`src/rtl/mfp_uart_word_loader_pkg.sv`:
```
// Shared definitions for the UART word loader: default timing, base address,
// RX state encodings and the little-endian byte packing helper.
package mfp_uart_word_loader_pkg;

    localparam int          DEF_CLKS_PER_BIT   = 434;
    localparam logic [31:0] DEF_BASE_ADDR      = 32'h0000_0000;
    localparam int          DEF_TIMEOUT_CYCLES = 5_000_000;

    typedef enum logic [2:0] {
        RX_IDLE      = 3'd0,
        RX_START     = 3'd1,
        RX_DATA      = 3'd2,
        RX_STOP      = 3'd3,
        RX_WAIT_HIGH = 3'd4
    } rx_state_e;

    // Places byte b at lane idx of the partially packed word held in shift.
    function automatic logic [31:0] insert_byte(input logic [23:0] shift,
                                                input logic [7:0]  b,
                                                input logic [1:0]  idx);
        logic [31:0] w;
        w = {8'h00, shift};
        w[8*idx +: 8] = b;
        return w;
    endfunction

endpackage

```
`src/rtl/mfp_uart_word_loader_if.sv`:
```
// RAM write-port bundle driven by the loader, plus its session and error status.
interface mfp_uart_word_loader_if;
    logic        LOAD_Write;
    logic [31:0] LOAD_Addr;
    logic [31:0] LOAD_Data;
    logic        LOAD_Ready;
    logic        LOAD_Active;
    logic        LOAD_FrameErr;
    logic        LOAD_Overrun;

    modport master (
        output LOAD_Write, LOAD_Addr, LOAD_Data, LOAD_Active, LOAD_FrameErr, LOAD_Overrun,
        input  LOAD_Ready
    );

    modport slave (
        input  LOAD_Write, LOAD_Addr, LOAD_Data, LOAD_Active, LOAD_FrameErr, LOAD_Overrun,
        output LOAD_Ready
    );
endinterface

```
`src/rtl/mfp_uart_rx_byte.sv`:
```
// 8N1 UART byte receiver: 2-FF synchroniser, mid-bit sampling FSM, one-cycle
// byte_valid / frame_err pulses.
module mfp_uart_rx_byte
    import mfp_uart_word_loader_pkg::*;
#(
    parameter int CLKS_PER_BIT = DEF_CLKS_PER_BIT
) (
    input  logic       SI_ClkIn,
    input  logic       SI_Reset,
    input  logic       UART_RX,
    output logic       byte_valid,
    output logic [7:0] byte_data,
    output logic       frame_err
);
    localparam int CW = $clog2(CLKS_PER_BIT + 1);
    localparam logic [CW-1:0] FULL_LAST = CW'(CLKS_PER_BIT - 1);
    localparam logic [CW-1:0] HALF_LAST = CW'(CLKS_PER_BIT / 2 - 1);

    logic [1:0]    sync_reg;
    logic          rx_prev_reg;
    rx_state_e     state_reg, state_next;
    logic [CW-1:0] cnt_reg, cnt_next;
    logic [2:0]    bit_idx_reg, bit_idx_next;
    logic [7:0]    data_reg, data_next;
    logic          valid_reg, valid_next;
    logic          ferr_reg, ferr_next;
    logic          rx_bit;

    assign rx_bit = sync_reg[1];

    always_ff @(posedge SI_ClkIn or posedge SI_Reset) begin
        if (SI_Reset) begin
            sync_reg    <= 2'b11;
            rx_prev_reg <= 1'b1;
            state_reg   <= RX_IDLE;
            cnt_reg     <= '0;
            bit_idx_reg <= '0;
            data_reg    <= '0;
            valid_reg   <= 1'b0;
            ferr_reg    <= 1'b0;
        end else begin
            sync_reg    <= {sync_reg[0], UART_RX};
            rx_prev_reg <= rx_bit;
            state_reg   <= state_next;
            cnt_reg     <= cnt_next;
            bit_idx_reg <= bit_idx_next;
            data_reg    <= data_next;
            valid_reg   <= valid_next;
            ferr_reg    <= ferr_next;
        end
    end

    always_comb begin
        state_next   = state_reg;
        cnt_next     = cnt_reg + 1'b1;
        bit_idx_next = bit_idx_reg;
        data_next    = data_reg;
        valid_next   = 1'b0;
        ferr_next    = 1'b0;
        case (state_reg)
            RX_IDLE: begin
                cnt_next = '0;
                if (rx_prev_reg && !rx_bit) state_next = RX_START;
            end
            RX_START: begin
                // Re-check at mid start bit; a high line here was only a glitch.
                if (cnt_reg == HALF_LAST) begin
                    cnt_next     = '0;
                    bit_idx_next = '0;
                    state_next   = rx_bit ? RX_IDLE : RX_DATA;
                end
            end
            RX_DATA: begin
                if (cnt_reg == FULL_LAST) begin
                    cnt_next     = '0;
                    data_next    = {rx_bit, data_reg[7:1]};
                    bit_idx_next = bit_idx_reg + 1'b1;
                    if (bit_idx_reg == 3'd7) state_next = RX_STOP;
                end
            end
            RX_STOP: begin
                if (cnt_reg == FULL_LAST) begin
                    cnt_next = '0;
                    if (rx_bit) begin
                        valid_next = 1'b1;
                        state_next = RX_IDLE;
                    end else begin
                        ferr_next  = 1'b1;
                        state_next = RX_WAIT_HIGH;
                    end
                end
            end
            RX_WAIT_HIGH: begin
                cnt_next = '0;
                if (rx_bit) state_next = RX_IDLE;
            end
            default: begin
                cnt_next   = '0;
                state_next = RX_IDLE;
            end
        endcase
    end

    assign byte_valid = valid_reg;
    assign byte_data  = data_reg;
    assign frame_err  = ferr_reg;

endmodule

```
`src/rtl/mfp_uart_word_loader.sv`:
```
// Boot loader: packs received UART bytes into little-endian words and writes them
// to consecutive RAM addresses, holding the core in reset for the session.
module mfp_uart_word_loader
    import mfp_uart_word_loader_pkg::*;
#(
    parameter int          CLKS_PER_BIT   = DEF_CLKS_PER_BIT,
    parameter logic [31:0] BASE_ADDR      = DEF_BASE_ADDR,
    parameter int          TIMEOUT_CYCLES = DEF_TIMEOUT_CYCLES
) (
    input  logic                          SI_ClkIn,
    input  logic                          SI_Reset,
    input  logic                          UART_RX,
    mfp_uart_word_loader_if.master        load
);
    localparam int TW = $clog2(TIMEOUT_CYCLES + 1);
    localparam logic [TW-1:0] IDLE_LIMIT = TW'(TIMEOUT_CYCLES);

    logic          byte_valid;
    logic [7:0]    byte_data;
    logic          frame_err_pulse;

    logic          write_reg;
    logic [31:0]   addr_reg;
    logic [31:0]   data_reg;
    logic          active_reg;
    logic          frame_err_reg;
    logic          overrun_reg;
    logic [1:0]    byte_cnt_reg;
    logic [23:0]   shift_reg;
    logic [TW-1:0] idle_cnt_reg;

    logic          accept;
    logic          write_pending;
    logic [31:0]   word_w;

    mfp_uart_rx_byte #(
        .CLKS_PER_BIT (CLKS_PER_BIT)
    ) u_rx (
        .SI_ClkIn   (SI_ClkIn),
        .SI_Reset   (SI_Reset),
        .UART_RX    (UART_RX),
        .byte_valid (byte_valid),
        .byte_data  (byte_data),
        .frame_err  (frame_err_pulse)
    );

    assign accept        = write_reg && load.LOAD_Ready;
    // A write accepted this cycle frees the slot for a word completing in the same cycle.
    assign write_pending = write_reg && !accept;
    assign word_w        = insert_byte(shift_reg, byte_data, byte_cnt_reg);

    always_ff @(posedge SI_ClkIn or posedge SI_Reset) begin
        if (SI_Reset) begin
            write_reg     <= 1'b0;
            addr_reg      <= BASE_ADDR;
            data_reg      <= '0;
            active_reg    <= 1'b0;
            frame_err_reg <= 1'b0;
            overrun_reg   <= 1'b0;
            byte_cnt_reg  <= '0;
            shift_reg     <= '0;
            idle_cnt_reg  <= '0;
        end else begin
            if (frame_err_pulse) frame_err_reg <= 1'b1;

            if (accept) begin
                write_reg <= 1'b0;
                addr_reg  <= addr_reg + 32'd4;
            end

            if (byte_valid) begin
                idle_cnt_reg <= '0;
                if (!active_reg) begin
                    active_reg   <= 1'b1;
                    addr_reg     <= BASE_ADDR;
                    shift_reg    <= {16'h0000, byte_data};
                    byte_cnt_reg <= 2'd1;
                end else begin
                    shift_reg    <= word_w[23:0];
                    byte_cnt_reg <= byte_cnt_reg + 2'd1;
                    if (byte_cnt_reg == 2'd3) begin
                        if (write_pending) begin
                            overrun_reg <= 1'b1;
                        end else begin
                            data_reg  <= word_w;
                            write_reg <= 1'b1;
                        end
                    end
                end
            end else if (active_reg) begin
                // Saturate at the limit; the session only ends once no write is outstanding.
                if (idle_cnt_reg == IDLE_LIMIT) begin
                    if (!write_reg) begin
                        active_reg   <= 1'b0;
                        byte_cnt_reg <= '0;
                        idle_cnt_reg <= '0;
                    end
                end else begin
                    idle_cnt_reg <= idle_cnt_reg + 1'b1;
                end
            end
        end
    end

    assign load.LOAD_Write    = write_reg;
    assign load.LOAD_Addr     = addr_reg;
    assign load.LOAD_Data     = data_reg;
    assign load.LOAD_Active   = active_reg;
    assign load.LOAD_FrameErr = frame_err_reg;
    assign load.LOAD_Overrun  = overrun_reg;

endmodule

```
`src/flat_wrapper.sv`:
```
// flat-port wrapper written by rule: the top's interface ports become plain ports
module mfp_uart_word_loader_flat import mfp_uart_word_loader_pkg::*;
#(
    parameter int          CLKS_PER_BIT   = DEF_CLKS_PER_BIT,
    parameter logic [31:0] BASE_ADDR      = DEF_BASE_ADDR,
    parameter int          TIMEOUT_CYCLES = DEF_TIMEOUT_CYCLES
)
  (SI_ClkIn, SI_Reset, UART_RX, load_LOAD_Write, load_LOAD_Addr, load_LOAD_Data, load_LOAD_Active, load_LOAD_FrameErr, load_LOAD_Overrun, load_LOAD_Ready);
  mfp_uart_word_loader_if load_i ();
  input  logic SI_ClkIn;
  input  logic SI_Reset;
  input  logic UART_RX;
  output wire logic [$bits(load_i.LOAD_Write)-1:0] load_LOAD_Write;
  output wire logic [$bits(load_i.LOAD_Addr)-1:0] load_LOAD_Addr;
  output wire logic [$bits(load_i.LOAD_Data)-1:0] load_LOAD_Data;
  output wire logic [$bits(load_i.LOAD_Active)-1:0] load_LOAD_Active;
  output wire logic [$bits(load_i.LOAD_FrameErr)-1:0] load_LOAD_FrameErr;
  output wire logic [$bits(load_i.LOAD_Overrun)-1:0] load_LOAD_Overrun;
  input wire logic [$bits(load_i.LOAD_Ready)-1:0] load_LOAD_Ready;
  assign load_LOAD_Write = load_i.LOAD_Write;
  assign load_LOAD_Addr = load_i.LOAD_Addr;
  assign load_LOAD_Data = load_i.LOAD_Data;
  assign load_LOAD_Active = load_i.LOAD_Active;
  assign load_LOAD_FrameErr = load_i.LOAD_FrameErr;
  assign load_LOAD_Overrun = load_i.LOAD_Overrun;
  assign load_i.LOAD_Ready = load_LOAD_Ready;
  mfp_uart_word_loader #(.CLKS_PER_BIT(CLKS_PER_BIT), .BASE_ADDR(BASE_ADDR), .TIMEOUT_CYCLES(TIMEOUT_CYCLES)) u_core (.SI_ClkIn(SI_ClkIn), .SI_Reset(SI_Reset), .UART_RX(UART_RX), .load(load_i));
endmodule
```
`config.mk`:
```
export PLATFORM = sky130hd
export DESIGN_NAME = mfp_uart_word_loader_flat
export DESIGN_NICKNAME = d
export VERILOG_FILES = /design/src/rtl/mfp_uart_word_loader_pkg.sv /design/src/rtl/mfp_uart_word_loader_if.sv /design/src/rtl/mfp_uart_rx_byte.sv /design/src/rtl/mfp_uart_word_loader.sv /design/src/flat_wrapper.sv
export SDC_FILE = /design/constraint.sdc
export NUM_CORES = 1
export LEC_CHECK = 0
export BUFFER_PORTS_ARGS = -buffer_cell sky130_fd_sc_hd__buf_2
export CAP_MARGIN = 20
export CELL_PAD_IN_SITES_DETAIL_PLACEMENT = 1
export CELL_PAD_IN_SITES_GLOBAL_PLACEMENT = 2
export CORE_MARGIN = 1
export CORE_UTILIZATION = 40
export DETAILED_ROUTE_END_ITERATION = 10
export PLACE_DENSITY = 0.91
export RECOVER_POWER = 50
export SYNTH_ARGS = -nofsm -noshare
export SYNTH_HDL_FRONTEND = slang
export SYNTH_SLANG_ARGS = --single-unit
```
`constraint.sdc`:
```
create_clock -name SI_ClkIn -period 9.3 [get_ports SI_ClkIn]
set_clock_uncertainty 0.05 [all_clocks]
set_input_delay 1.86 -clock SI_ClkIn [delete_from_list [all_inputs] [get_ports SI_ClkIn]]
set_output_delay 1.86 -clock SI_ClkIn [all_outputs]
set_load 0.05 [all_outputs]
```
Word-level counts from Yosys, hierarchy flattened:

Cells that the tools add are included.
W data, S select, Z words.

* add/subtract/negate cells: 6
* reductions and logical operators: 17
* shift-type cells: 2
* bitwise operators: 1
* equal/unequal tests: 17
* multiplexer cells: 44

Operators with widths (number)
* $mux W32: 3
* $mux W23: 4
* $neg A5 Y34: 1
* $shift A8 B34 Y32 const A: 1
* $shiftx A8 B34 Y32: 1
* $add A32 B3 Y32 const B: 1
* $bwmux W32: 1
* $mux W3: 9
* $mux W24: 1
* $add A23 B1 Y23 const B: 1
* $eq A23 B23 Y1 const B: 1
* $mux W9: 2
* $pmux W9 S2: 1
* $mux W1: 15
* $pmux W3 S5: 1
* $ne A2 B2 Y1 const B: 7
* $mux W2: 6
* $add A9 B1 Y9 const B: 1
* $eq A9 B8 Y1 const B: 1
* $eq A9 B9 Y1 const B: 1
* $reduce_and A4 Y1: 2
* $eq A3 B2 Y1 const B: 2
* $eq A3 B3 Y1 const B: 2
* $pmux W3 S2: 1
* other kinds (14): 21

* logic and storage cells: 104
* output and inout bits: 68
* bits in registers: 145

Logic depth before layout (Yosys ltp):

* word-level depth: 7
* gate-level depth with buffers: 10
* depth with buffers taken out: 7

Cells and area by module:

Synthesis repeated with hierarchy kept, for this count alone.

* cell total of the unflattened synthesis: 674
* area total of the unflattened synthesis: 6756.5 µm²

Modules (own cells, without submodules)
* mfp_uart_word_loader: cells each 564, area an instance 5476.5 µm², seq. area each 2877.8 µm², instances 1
* mfp_uart_rx_byte: cells each 110, area an instance 1280.0 µm², seq. area each 704.4 µm², instances 1

Worst setup path before layout:

No wires, ideal clock.

* path type: input port to flip-flop
* start: input port load_LOAD_Ready
* end: register u_core.addr_reg[31], in the netlist u_core.load.LOAD_Addr[31]
* path slack: 6.049 ns
* setup time: 0.067 ns
* buffers on the path: 0
* stages on the path: 5
* arrival: 3.134 ns
* cell sequence: nand4_1 > nor4_2 > nand2_1 > or4_1 > nand2_1

* longest elaborated chain between the ends: 4

Ends and longest elaborated chain
* from (decl): line flat_wrapper.sv:19 `input wire logic [$bits(load_i.LOAD_Ready)-1:0] load_LOAD_Ready;`
* $logic_and A1 B1 Y1 (*): line mfp_uart_word_loader.sv:47 `assign accept = write_reg && load.LOAD_Ready;`
* $mux W32 (*): line mfp_uart_word_loader.sv:66 `if (accept) begin`
* $mux W32: line mfp_uart_word_loader.sv:73 `if (!active_reg) begin`
* $mux W32 (*): line mfp_uart_word_loader.sv:71 `if (byte_valid) begin`
* to (signal assigned): line mfp_uart_word_loader.sv:68 `addr_reg <= addr_reg + 32'd4;`
* to (decl): line mfp_uart_word_loader.sv:23 `logic [31:0] addr_reg;`

Every way passes the cells marked *; elsewhere a longest branch is shown, timed or not.
A chain may end at the register's enable or synchronous reset.

==> flow_summary.ini <==
[clock_network]
cts.clk_slew.worst_paths_ps = 60
clock-root-buffer = clkbuf_16
clock-sinks = 143
cts_resized = 0
cts_setup_buffers = 0
numCtsBuffers = 17
clk-insertion-delay-late_ps = 430
clockBufferDepth = 2
htreeDepth = 4
cts_hold_buf = 0
cts_tree = built

[place]
io_buffers = 69
gp_congestion = 0.7459
post-place-ws_ps = 5659
placed_cell_area_um2 = 7287
hpwl_um = 11230

[worst_hold_path]
hold_path_class = reg2reg
worstHoldStart = u_core.u_rx.sync_reg[0]$_DFF_PP1_

[layout]
diodes = 0
nets = 763
final_cell_area_um2 = 7926
largest_reg_flops = 32
fill_cells = 1903
multiInputGateArea_um2 = 2977
synthToLayoutAreaGrowth_pct = 16.45
drive_gt1_frac = 0.1542
seq_area_um2 = 3582

[drt]
drcViolationCount = 0
ant_nets = 0
dr_total_vias = 5380
viasPerCell = 5.495
wl_per_cell_um = 17.12
drtIter0Drc = 216
routed_wl_um = 16760
first_pass_iters = 4

[power_and_ir_drop]
max-vdd-ir-drop_mv = 0.1257
powerDensity_nw_per_um2 = 182.5
leakage_nw = 3.539

[floorplan]
boundaryPins = 72
placementRows = 47
coreArea_um2 = 16580
die_width_um = 132.4
initial_utilization = 0.4104
die_height_um = 132.4
fp.dieArea_um2 = 17540

[setup_path]
max_stage_delay_ps = 1830
worstPathArrival_ps = 4840
start_kind = input port
worstPathMaxFanout = 76
cp.required_ps = 9690
timing.critical_path.buf_inv = 3
critPathSlowestCell = clkinvlp_2
crit_start = SI_Reset
end_kind = async pin
reg2reg_from = u_core.idle_cnt_reg[0]$_DFFE_PP0P_
cp_top_family = buffers and inverters
crit_type = in2async
crit_chain = buf_2 -> clkinvlp_2 -> buf_4

[sta]
rsz0062_at_grt = no
max_freq_mhz = 224.5
finalCritPeriodShare = 0.4790
setup_tns_ps = 0
layout_setup_ws_ps = 4845
hold_viol_final = 0
drv_slew = 77
maxSlewHeadroom = -1.204
period_needed_ps = 4455
hold_slack_ps = 312.1
setup_violations = 0
worst_slew_pin_slew_ps = 3288

[logic_synthesis]
syn_inst = 694
ys_seq_elements = 143
muxShareOfSynthArea = 0.01324
yosys.area_share.simple = 0.2191
syn_area_um2 = 6807
ys_types = 52
synthXorXnorAreaFrac = 0.04246
synth_top_family_by_area = simple AND/OR/NAND/NOR gates
synthAdderAreaFrac = 0.02390
synth_ff_type = dfrtp_1
synth_compound_area_frac = 0.1386
async_flop_share = 1.000
yosysSeqAreaShare = 0.5263
synth_edf_count = 0
ys.warnings.count = 0
syn_area_per_cell_um2 = 9.808

[global_route]
grt_overflow = 0
grt_pass1_wl_um = 28480
grt_max_degree = 77
grt_usage = 0.2025
antenna_found_initial = 0
grt_pass1_vias = 5554

[run_status]
status = finished with violations
violations = capacitance limit, slew limit

[run]
maxCapViolations = 1
==> layer usage <==
metal  up-vias  wire length [um]  GRT usage
li1       2564                 -          -
met5         -                 0          0
met1      2723              7566     0.2560
met4         0               209    0.05875
met3        22               481    0.04253
met2        71              8504     0.3491
==> cell usage after synthesis (6+ instances only) <==
cell,n,area (um^2)
xnor2_1,14,122.6
inv_1,15,56.30
nand4_1,16,100.1
or3_1,10,62.56
clkbuf_1,27,101.4
and3_1,7,43.79
nand2_1,84,315.3
nand2b_1,6,37.54
xor2_1,19,166.4
nand3_1,25,125.1
ha_1,13,162.7
a22o_1,24,210.2
o31ai_1,10,75.07
dfrtp_1,140,3503
a21oi_1,46,230.2
mux2_2,8,90.09
nor2_1,46,172.7
nor4_1,14,87.58
buf_2,6,30.03
nor2b_1,28,175.2
buf_1,8,30.03
o21ai_0,51,255.2
and4_1,7,61.31
or4_1,11,82.58
==> worst reg2reg max path, stage by stage, from the launching register on <==
cell	delay [ps]
dfrtp_1	430
inv_1	80
ha_1	150
nor4bb_1	260
and4_1	370
a21o_1	410
clkbuf_1	760
o21ai_0	210
a21oi_1	170
==> report_power, final <==
part / internal, W / total [W] / leakage [nW] / switching [W]
Combinational: 0.0000188 / 0.0000602 / 1.42 / 0.0000414
Clock: 0.000479 / 0.000742 / 0.307 / 0.000263
Sequential: 0.000631 / 0.000645 / 1.81 / 0.0000139
Total: 0.00113 / 0.00145 / 3.54 / 0.000318
==> final timing paths <==
path / endpoint / slack [ps] / cells after the start
hold reg to reg: u_core.u_rx.sync_reg[1]$_DFF_PP1_ / 310 / 0
hold / removal: u_core.u_rx.sync_reg[1]$_DFF_PP1_ / 310 / 0
max in group SI_ClkIn: u_core.load.LOAD_Addr[31]$_DFF_PP0_ / 5770 / 6
setup / recovery: u_core.load.LOAD_Addr[28]$_DFF_PP0_ / 4850 / 3
setup reg to reg: u_core.idle_cnt_reg[14]$_DFFE_PP0P_ / 6320 / 8
min in group asynchronous: u_core.load.LOAD_Data[6]$_DFFE_PP0P_ / 2330 / 2
==> kinds of logic (layout without fill, tap and decap cells) <==
logic type | count (synthesis) | in the layout
and+or+nand+nor | 281 | 281
AOI/OAI and AO/OA | 155 | 155
DFF | 143 | 143
buffers and inverters | 60 | 124
xor gates and xnor gates | 33 | 33
adders and majority gates | 13 | 13
muxes | 8 | 8
other | 1 | 2
==> area by class of cell <==
type / count / area share
inverter: 16 / 0.007735
sequential: 143 / 0.4519
multi-input combinational: 492 / 0.3755
timing repair buffer: 76 / 0.04878
tap: 220 / 0.03473
clock buffer: 24 / 0.06204
clock inverter: 8 / 0.01926
==> layout by cell type (no fill, tap or decap), drive strengths merged, types with 16 or more instances in the layout <==
cell type	Yosys	layout
nand4	16	16
nor2b	28	28
xor2	19	19
dfrtp	140	140
nand2	84	84
a22o	24	24
buf	17	69
nand3	25	25
a21oi	46	46
clkbuf	27	31
o21ai	55	55
nor2	46	46
nor4	16	16
==> through the flow <==
stage	instances	power [W]	util
global placement	944	0.0007132	0.4394
detailed placement	944	0.0007195	0.4394
global route	979	0.001498	0.4780
CTS	976	0.001461	0.4783
floorplan	695	0.0007024	-
finish	979	0.001447	0.4780
Note: power is estimated with default switching activity, not from simulation.
